## config.mk

```make
export PLATFORM = sky130hd
export DESIGN_NAME = fpu_mul_iter
export DESIGN_NICKNAME = d
export VERILOG_FILES = /design/src/rtl/fpu_mul_iter.sv
export SDC_FILE = /design/constraint.sdc
export NUM_CORES = 1
export LEC_CHECK = 0
export CAP_MARGIN = 20
export CORE_MARGIN = 8
export CORE_UTILIZATION = 45
export DETAILED_ROUTE_END_ITERATION = 16
export DONT_BUFFER_PORTS = 1
export GPL_ROUTABILITY_DRIVEN = 0
export PLACE_DENSITY = 0.67
export SLEW_MARGIN = 10
export SYNTH_ARGS = -nofsm -noshare
export SYNTH_HDL_FRONTEND = slang
export SYNTH_SLANG_ARGS = --single-unit
```

## constraint.sdc

```tcl
create_clock -name clk -period 6.4 [get_ports clk]
set_input_delay 1.28 -clock clk [delete_from_list [all_inputs] [get_ports clk]]
set_output_delay 1.28 -clock clk [all_outputs]
set_load 0.02 [all_outputs]
```

## src/rtl/fpu_mul_iter.sv

```systemverilog
// Iterative IEEE-754 multiplier: one significand bit per cycle (radix-2 shift-add),
// round-to-nearest-even, saturate to infinity on overflow, flush to zero on underflow.
`timescale 1ns/1ps
module fpu_mul_iter #(
  parameter  int EXP_W = 8,
  parameter  int MAN_W = 23,
  localparam int WIDTH = 1 + EXP_W + MAN_W,
  localparam int BIAS  = (1 << (EXP_W - 1)) - 1
) (
  input  logic             clk,
  input  logic             rst_n,
  input  logic             in_valid,
  output logic             in_ready,
  input  logic [WIDTH-1:0] a,
  input  logic [WIDTH-1:0] b,
  output logic             out_valid,
  input  logic             out_ready,
  output logic [WIDTH-1:0] result,
  output logic             overflow,
  output logic             underflow
);

  localparam int SIG_W  = MAN_W + 1;
  localparam int PROD_W = 2 * SIG_W;
  localparam int XW     = EXP_W + 2;
  localparam int CNT_W  = $clog2(SIG_W + 1);
  localparam logic signed [XW-1:0] EXP_MAX  = XW'((1 << EXP_W) - 1);
  localparam logic signed [XW-1:0] EXP_BIAS = XW'(BIAS);

  typedef enum logic [1:0] {IDLE, MUL, NORM, DONE} state_t;

  state_t state, state_nx;

  // Operand field decode (only consumed on the accept edge)
  logic             sa, sb;
  logic [EXP_W-1:0] ea, eb;
  logic [MAN_W-1:0] ma, mb;
  assign {sa, ea, ma} = a;
  assign {sb, eb, mb} = b;

  logic a_zero, b_zero, a_max, b_max, a_inf, b_inf, a_nan, b_nan, special, accept;
  assign a_zero  = (ea == '0);
  assign b_zero  = (eb == '0);
  assign a_max   = (ea == '1);
  assign b_max   = (eb == '1);
  assign a_inf   = a_max && (ma == '0);
  assign b_inf   = b_max && (mb == '0);
  assign a_nan   = a_max && (ma != '0);
  assign b_nan   = b_max && (mb != '0);
  assign special = a_zero | b_zero | a_max | b_max;

  assign in_ready  = (state == IDLE);
  assign out_valid = (state == DONE);
  assign accept    = in_valid & in_ready;

  logic [WIDTH-1:0] special_res;
  always_comb begin
    // NOTE: every always_comb output gets a default first so no path can infer a latch.
    special_res = {sa ^ sb, {(EXP_W + MAN_W){1'b0}}};
    if (a_nan || b_nan || (a_inf && b_zero) || (b_inf && a_zero))
      special_res = {1'b0, {EXP_W{1'b1}}, 1'b1, {(MAN_W - 1){1'b0}}};
    else if (a_inf || b_inf)
      special_res = {sa ^ sb, {EXP_W{1'b1}}, {MAN_W{1'b0}}};
  end

  logic signed [XW-1:0] exp_in;
  assign exp_in = XW'(ea) + XW'(eb) - EXP_BIAS;

  // Datapath registers
  logic                 sign_r;
  logic signed [XW-1:0] exp_r;
  logic [PROD_W-1:0]    acc, mcand;
  logic [SIG_W-1:0]     mplier;
  logic [CNT_W-1:0]     cnt;

  always_ff @(posedge clk) begin
    if (!rst_n) state <= IDLE;
    else        state <= state_nx;
  end

  always_comb begin
    state_nx = state;
    case (state)
      IDLE:    if (accept) state_nx = special ? DONE : MUL;
      MUL:     if (cnt == CNT_W'(1)) state_nx = NORM;
      NORM:    state_nx = DONE;
      DONE:    if (out_ready) state_nx = IDLE;
      default: state_nx = IDLE;
    endcase
  end

  // NOTE: the shift-add registers are deliberately left out of reset; they are always
  // reloaded on accept and never observed unless the control path says so.
  always_ff @(posedge clk) begin
    if (accept) begin
      sign_r <= sa ^ sb;
      exp_r  <= exp_in;
      acc    <= '0;
      mcand  <= {{SIG_W{1'b0}}, 1'b1, mb};
      mplier <= {1'b1, ma};
    end else if (state == MUL) begin
      if (mplier[0]) acc <= acc + mcand;
      mcand  <= mcand << 1;
      mplier <= mplier >> 1;
    end
  end

  always_ff @(posedge clk) begin
    if (!rst_n)                  cnt <= '0;
    else if (accept && !special) cnt <= CNT_W'(SIG_W);
    else if (state == MUL)       cnt <= cnt - CNT_W'(1);
  end

  // Normalise, round and range-check the finished product
  logic [PROD_W-1:0]    norm_p;
  logic [MAN_W-1:0]     mant, mant_fin;
  logic                 guard, sticky, rnd;
  logic [SIG_W:0]       rsum;
  logic signed [XW-1:0] exp_fin;
  logic [WIDTH-1:0]     norm_res;
  logic                 norm_ovf, norm_unf;

  always_comb begin
    norm_p   = acc[PROD_W-1] ? acc : (acc << 1);
    mant     = norm_p[PROD_W-2 -: MAN_W];
    guard    = norm_p[MAN_W];
    sticky   = |norm_p[MAN_W-1:0];
    rnd      = guard & (sticky | mant[0]);
    rsum     = {1'b0, 1'b1, mant} + (SIG_W + 1)'(rnd);
    // A rounding carry out of the hidden bit means the significand became exactly 2.0
    mant_fin = rsum[SIG_W] ? '0 : rsum[MAN_W-1:0];
    exp_fin  = exp_r + XW'(acc[PROD_W-1]) + XW'(rsum[SIG_W]);
    norm_res = {sign_r, exp_fin[EXP_W-1:0], mant_fin};
    norm_ovf = 1'b0;
    norm_unf = 1'b0;
    if (exp_fin >= EXP_MAX) begin
      norm_res = {sign_r, {EXP_W{1'b1}}, {MAN_W{1'b0}}};
      norm_ovf = 1'b1;
    end else if (exp_fin <= 0) begin
      norm_res = {sign_r, {(EXP_W + MAN_W){1'b0}}};
      norm_unf = 1'b1;
    end
  end

  always_ff @(posedge clk) begin
    if (!rst_n) begin
      result    <= '0;
      overflow  <= 1'b0;
      underflow <= 1'b0;
    end else if (accept && special) begin
      result    <= special_res;
      overflow  <= 1'b0;
      underflow <= 1'b0;
    end else if (state == NORM) begin
      result    <= norm_res;
      overflow  <= norm_ovf;
      underflow <= norm_unf;
    end
  end

endmodule

```

# --- Yosys cells after proc, flatten, opt, wreduce, memory -nomap -nowiden ---
# Index checks and enable logic that the tools add are counted.
# W data, S select, Z words.
classes:
  addsub: 7
  mux: 22
  div_mod_pow: 0
  shift: 0
  eq_ne: 9
  n_bitwise: 8
  n_lt_le_gt_ge: 2
  mul: 0
  reduce_logical: 28
op_table:
  columns: ["op", "count"]
  rows:
  - ["$mux W23", 5]
  - ["$mux W32", 3]
  - ["$mux W31", 3]
  - ["$add A48 B48 Y48", 1]
  - ["$mux W47", 1]
  - ["$logic_not A23 Y1", 2]
  - ["$reduce_bool A23 Y1", 2]
  - ["$add A24 B1 Y25", 1]
  - ["$reduce_or A23 Y1", 1]
  - ["$add A10 B1 Y10", 2]
  - ["$eq A8 B8 Y1 const B", 2]
  - ["$logic_not A8 Y1", 2]
  - ["$ge A10 B9 Y1 const B", 1]
  - ["$le A10 B1 Y1 const B", 1]
  - ["$mux W5", 2]
  - ["$sub A9 B7 Y10 const B", 1]
  - ["$add A8 B8 Y9", 1]
  - ["$logic_and A1 B1 Y1", 8]
  - ["$mux W2", 4]
  - ["$pmux W2 S4", 1]
  - ["$reduce_bool A2 Y1", 3]
  - ["$eq A5 B1 Y1 const B", 1]
  - ["$sub A5 B1 Y5 const B", 1]
  - ["$eq A2 B2 Y1 const B", 2]
  - ["14 further kinds", 25]
word_totals:
  word_cells: 89
  romBits: 0
  latch_bits: 0
  ff_bits: 172
  ram_bits: 0
  out_inout_bits: 36
  n_memories: 0

# --- Depth between registers and ports, before layout ---
logic_depth:
  depth_word: 11
  mapped_depth: 27
  ltp_nobuf: 21

# --- Least setup slack after synthesis ---
# OpenSTA, ideal clock, no wires.
synth_timing:
  path_kind: "register to register"
  start: "register acc[47]"
  end: "register result[8]"
  setup_ns: 0.128
  arrival_time_ns: 5.188
  t_required_ns: 6.272
  setup_slack_ns: 1.085
  period_less_slack_ns: 5.315
  path_stages_with_launch: 28
  path_cell_list: "dfxtp_1 -> buf_6 -> buf_2 -> buf_2 -> buf_1 -> clkbuf_1 -> nand2_1 -> a21boi_0 -> ha_1 -> nand3_1 -> nor4_2 -> and2_2 -> nand3_2 -> or3_4 -> nor2_4 -> and4_4 -> fa_1 -> ha_1 -> xnor2_1 -> nand2_1 -> nor2_1 -> a21oi_1 -> nor4_1 -> and2b_1 -> nor3b_2 -> buf_6 -> a32oi_1 -> nor2_1"
synth_between:
  elab_chain_len: 11
synth_rtl:
  columns: ["element", "line_no", "text"]
  rows:
  - ["start: declaration", "72", "logic [PROD_W-1:0] acc, mcand;"]
  - ["start signal: assignment", "102", "if (mplier[0]) acc <= acc + mcand;"]
  - ["$mux W47", "124", "norm_p = acc[PROD_W-1] ? acc : (acc << 1);"]
  - ["$reduce_or A23 Y1", "127", "sticky = |norm_p[MAN_W-1:0];"]
  - ["$or A1 B1 Y1", "128", "rnd = guard & (sticky | mant[0]);"]
  - ["$and A1 B1 Y1", "128", null]
  - ["$add A24 B1 Y25", "129", "rsum = {1'b0, 1'b1, mant} + (SIG_W + 1)'(rnd);"]
  - ["$add A10 B1 Y10", "132", "exp_fin = exp_r + XW'(acc[PROD_W-1]) + XW'(rsum[SIG_W]);"]
  - ["$le A10 B1 Y1", "139", "end else if (exp_fin <= 0) begin"]
  - ["$mux W31", "139", null]
  - ["$mux W31 *", "136", "if (exp_fin >= EXP_MAX) begin"]
  - ["$mux W32 *", "154", "end else if (state == NORM) begin"]
  - ["$mux W32 *", "150", "end else if (accept && special) begin"]
  - ["end signal: assignment", "151", "result <= special_res;"]
  - ["end signal: assignment", "155", "result <= norm_res;"]
  - ["end: declaration", "18", "output logic [WIDTH-1:0] result,"]
# Every way passes the cells marked *; elsewhere a longest branch is shown, timed or not. The select of a mux whose other input is x is not followed.
# A chain may end at the register's enable or synchronous reset.

# --- Final worst setup path ---
layout_timing:
  start: "register acc[47]"
  end: "register result[22]"
# Same word-level chain as after synthesis.

==> run_results.csv <==
group,metric,value,unit
status,outcome,"complete, no violations",
critical_path,worst_path_max_delay_cell,"buf_4",
floorplan,initial_core_util,45.4,%
synthesis,synth-async-reset-ratio,0,%
clocking,cts_resized,0,
timing,rsz0062_at_grt,"no",
clocking,cts_tree,"done",
global_routing,grt_usage,19.1,%
power_and_ir_drop,p_leak,0.00484,uW
synthesis,syn-num-nets,1470,
clocking,htree_levels,4,
floorplan,die_width,172,um
timing,tightest_slew,850,ps
power_and_ir_drop,p_sw,1980,uW
timing,finalCritPeriodShare,80.9,%
final_layout,nFillCells,2351,
power_and_ir_drop,p_int,2930,uW
route,wl,28200,um
final_layout,diodes,0,
power_and_ir_drop,clkPwrFrac,22.8,%
timing,fmax,193,MHz
critical_path,critPathRequiredTime,6720,ps
timing,relSlewSlack,43.1,%
final_layout,finalNetCount,1434,
timing,setup_viol,0,
route,vias,9408,
timing,fin_worst_skew,13.3,ps
clocking,clock_path_buffers,2,
clocking,clock-sinks,172,
floorplan,coreArea,24100,um2
critical_path,cp_data_arrival_time,5500,ps
synthesis,synth_edf_count,57,
timing,setup_tns,0,ps
clocking,ctsHoldBuffers,0,
final_layout,drive_gt1_share,5.82,%
final_layout,utilization,49.2,%
critical_path,end_kind,"flip-flop",
synthesis,avgSynthCellArea,8.24,um2
synthesis,yosysTopAreaCell,"dfxtp_1",
route,drt-initial-drc-count,755,
final_layout,synthToLayoutAreaGrowth,8.26,%
synthesis,synth_ff_type,"dfxtp_1",
floorplan,io-pin-count,104,
power_and_ir_drop,peakVddDrop,0.222,mV
clocking,postCtsSetupRepairBufs,0,
route,post_drt_wl_per_cell,17.3,um
floorplan,num_rows,57,
synthesis,synth_top_cell_area_share,21.0,%
final_layout,layout_common_cells,"nand2_1 (281), a21oi_1 (115), dfxtp_1 (114)",
power_and_ir_drop,seqPwrFrac,36.5,%
synthesis,seq_area_frac_synth,36.7,%
global_routing,grt_max_degree,84,
route,drtPass1Iterations,5,
clocking,clk_pin_slew,70,ps
critical_path,crit_fanout,58,
critical_path,crit_buf_inv,2,
clocking,cts_buffers,17,
flow_run,drv_cap,0,
route,detail-route-antenna-nets,0,
synthesis,netlist_top_cells_area,"dfxtp_1 (21%), edfxtp_1 (16%), nand2_1 (9.7%), ha_1 (8.1%), a21oi_1 (5.3%)",
synthesis,synth_seq_cells,172,
global_routing,grt_pass1_vias,9081,
critical_path,critical_path.max_stage_delay,510,ps
clocking,clock_latency,440,ps
timing,layout_min_cycle_time,5180,ps
route,vias_per_cell,5.78,
synthesis,synth.distinct_cells,78,
timing,finalMaxSlewViolations,0,
global_routing,grt_pass1_wl,45900,um
power_and_ir_drop,fin_total_pwr,4900,uW
min_path,hold_class,"flip-flop to flip-flop",
critical_path,cp_cell_sequence,"buf_4 -> mux2i_1 -> nor4_2 -> and2_2 -> nand3_2 -> or3_4 -> nor2_4 -> and4_4 -> fa_1 -> ha_1 -> xor2_1 -> nor4_1 -> nand2_1 -> nor4_1 -> and2b_1 -> nor3b_2 -> buf_4 -> a221oi_1 -> nor2_1",
global_routing,antenna_found_initial,0,
power_and_ir_drop,comb_power_share,40.7,%
floorplan,dieHeight,172,um
final_layout,final_common_cell,"nand2_1",
place,dp_hpwl,20700,um
power_and_ir_drop,switching_share,40.3,%
clocking,clock-root-buffer,"clkbuf_16",
critical_path,cp_top_family,"simple AND/OR/NAND/NOR gates",
critical_path,crit_type,"flip-flop to flip-flop",
place,io_buffers,0,
synthesis,synth_cells,1328,
synthesis,synth_area,10900,um2
global_routing,grt_overflow,0,
route,drc,0,
power_and_ir_drop,power.density,414,nW/um2
synthesis,synth_warnings,0,
timing,hold_viol_final,0,
critical_path,cp-start-kind,"flip-flop",
floorplan,dieArea,29600,um2
-- synth_stat cells (31+ instances only) --
cell	number
nand2_1	282
a21oi_1	115
dfxtp_1	115
nor2_1	111
ha_1	71
edfxtp_1	57
clkbuf_1	42
o21ai_0	42
xnor2_1	38
mux2i_1	37
inv_1	35
a21o_1	34
nand3_1	31
-- worst paths after layout --
check | start | to | slack, ps | cells after the start
setup / recovery | acc[47] | result[22] | 1220 | 19
hold / removal | mplier[23] | mplier[23] | 470 | 2
setup reg to reg | acc[47] | result[22] | 1220 | 19
hold reg to reg | mplier[23] | mplier[23] | 470 | 2
-- registers in the layout (all words and copies together), names as in the netlist --
register,flops
mplier,24
cnt,5
overflow,1
result,32
underflow,1
mcand,48
state,2
exp_r,10
sign_r,1
acc,48
-- worst register-to-register path, stage by stage (launching register included) --
cell      delay [ps]
dfxtp_2          430
buf_4            510
mux2i_1          230
nor4_2           320
and2_2           230
nand3_2          110
or3_4            450
nor2_4           110
and4_4           260
fa_1             280
ha_1             310
xor2_1           140
nor4_1           260
nand2_1           90
nor4_1           320
and2b_1          270
nor3b_2          160
buf_4            240
a221oi_1         300
nor2_1            60
-- layout make-up --
type                       instances  area, um2  area share (%)
multi-input combinational       1054       6530            55.1
clock inverter                    13        176            1.49
clock buffer                      19        454            3.83
timing repair buffer              11        135            1.14
inverter                          36        136            1.15
tap                              324        405            3.42
sequential                       172       4020            33.9
-- layer usage --
| layer | wire (um) | GRT usage [%] | share of wire (%) | vias up |
|---|---|---|---|---|
| li1 | - | - | - | 4684 |
| met1 | 12900 | 25.0 | 46 | 4456 |
| met2 | 13400 | 32.1 | 47 | 239 |
| met3 | 1430 | 2.83 | 5.1 | 29 |
| met4 | 521 | 6.03 | 1.8 | 0 |
| met5 | 0 | 0 | 0 | - |
-- power groups by stage --
stage | clock, uW | combinational (uW) | sequential [uW]
after floorplan | 0 | 1550 | 1720
after global placement | 0 | 1920 | 1800
after detailed placement | 0 | 1950 | 1810
after CTS | 1140 | 1960 | 1790
after global routing | 1180 | 2230 | 1830
final | 1120 | 2000 | 1790
-- per-stage QoR --
stage                     hold slack, ps  cell area (um2)  worst slack, ps  std cells
final                                469            11900             1220       1629
after floorplan                      431            10900             1080       1328
after detailed placement             466            11200             1290       1595
after global routing                 502            11900              669       1629
after global placement               459            11200             1500       1595
after CTS                            477            11800             1250       1627
-- cells by family (layout without fill, tap and decap cells) --
kind of cell	Yosys count	count (layout)	synth area share, %
XOR/XNOR	66	66	5.28
AND/OR/NAND/NOR	561	561	23.4
flip-flops	172	172	36.7
AO/OA/AOI/OAI	314	314	18.6
adder cells (fa/ha/maj)	74	74	8.66
multiplexers	39	39	3.59
buffers and inverters	102	79	3.78
No activity file was read; power rests on OpenSTA's default activity.
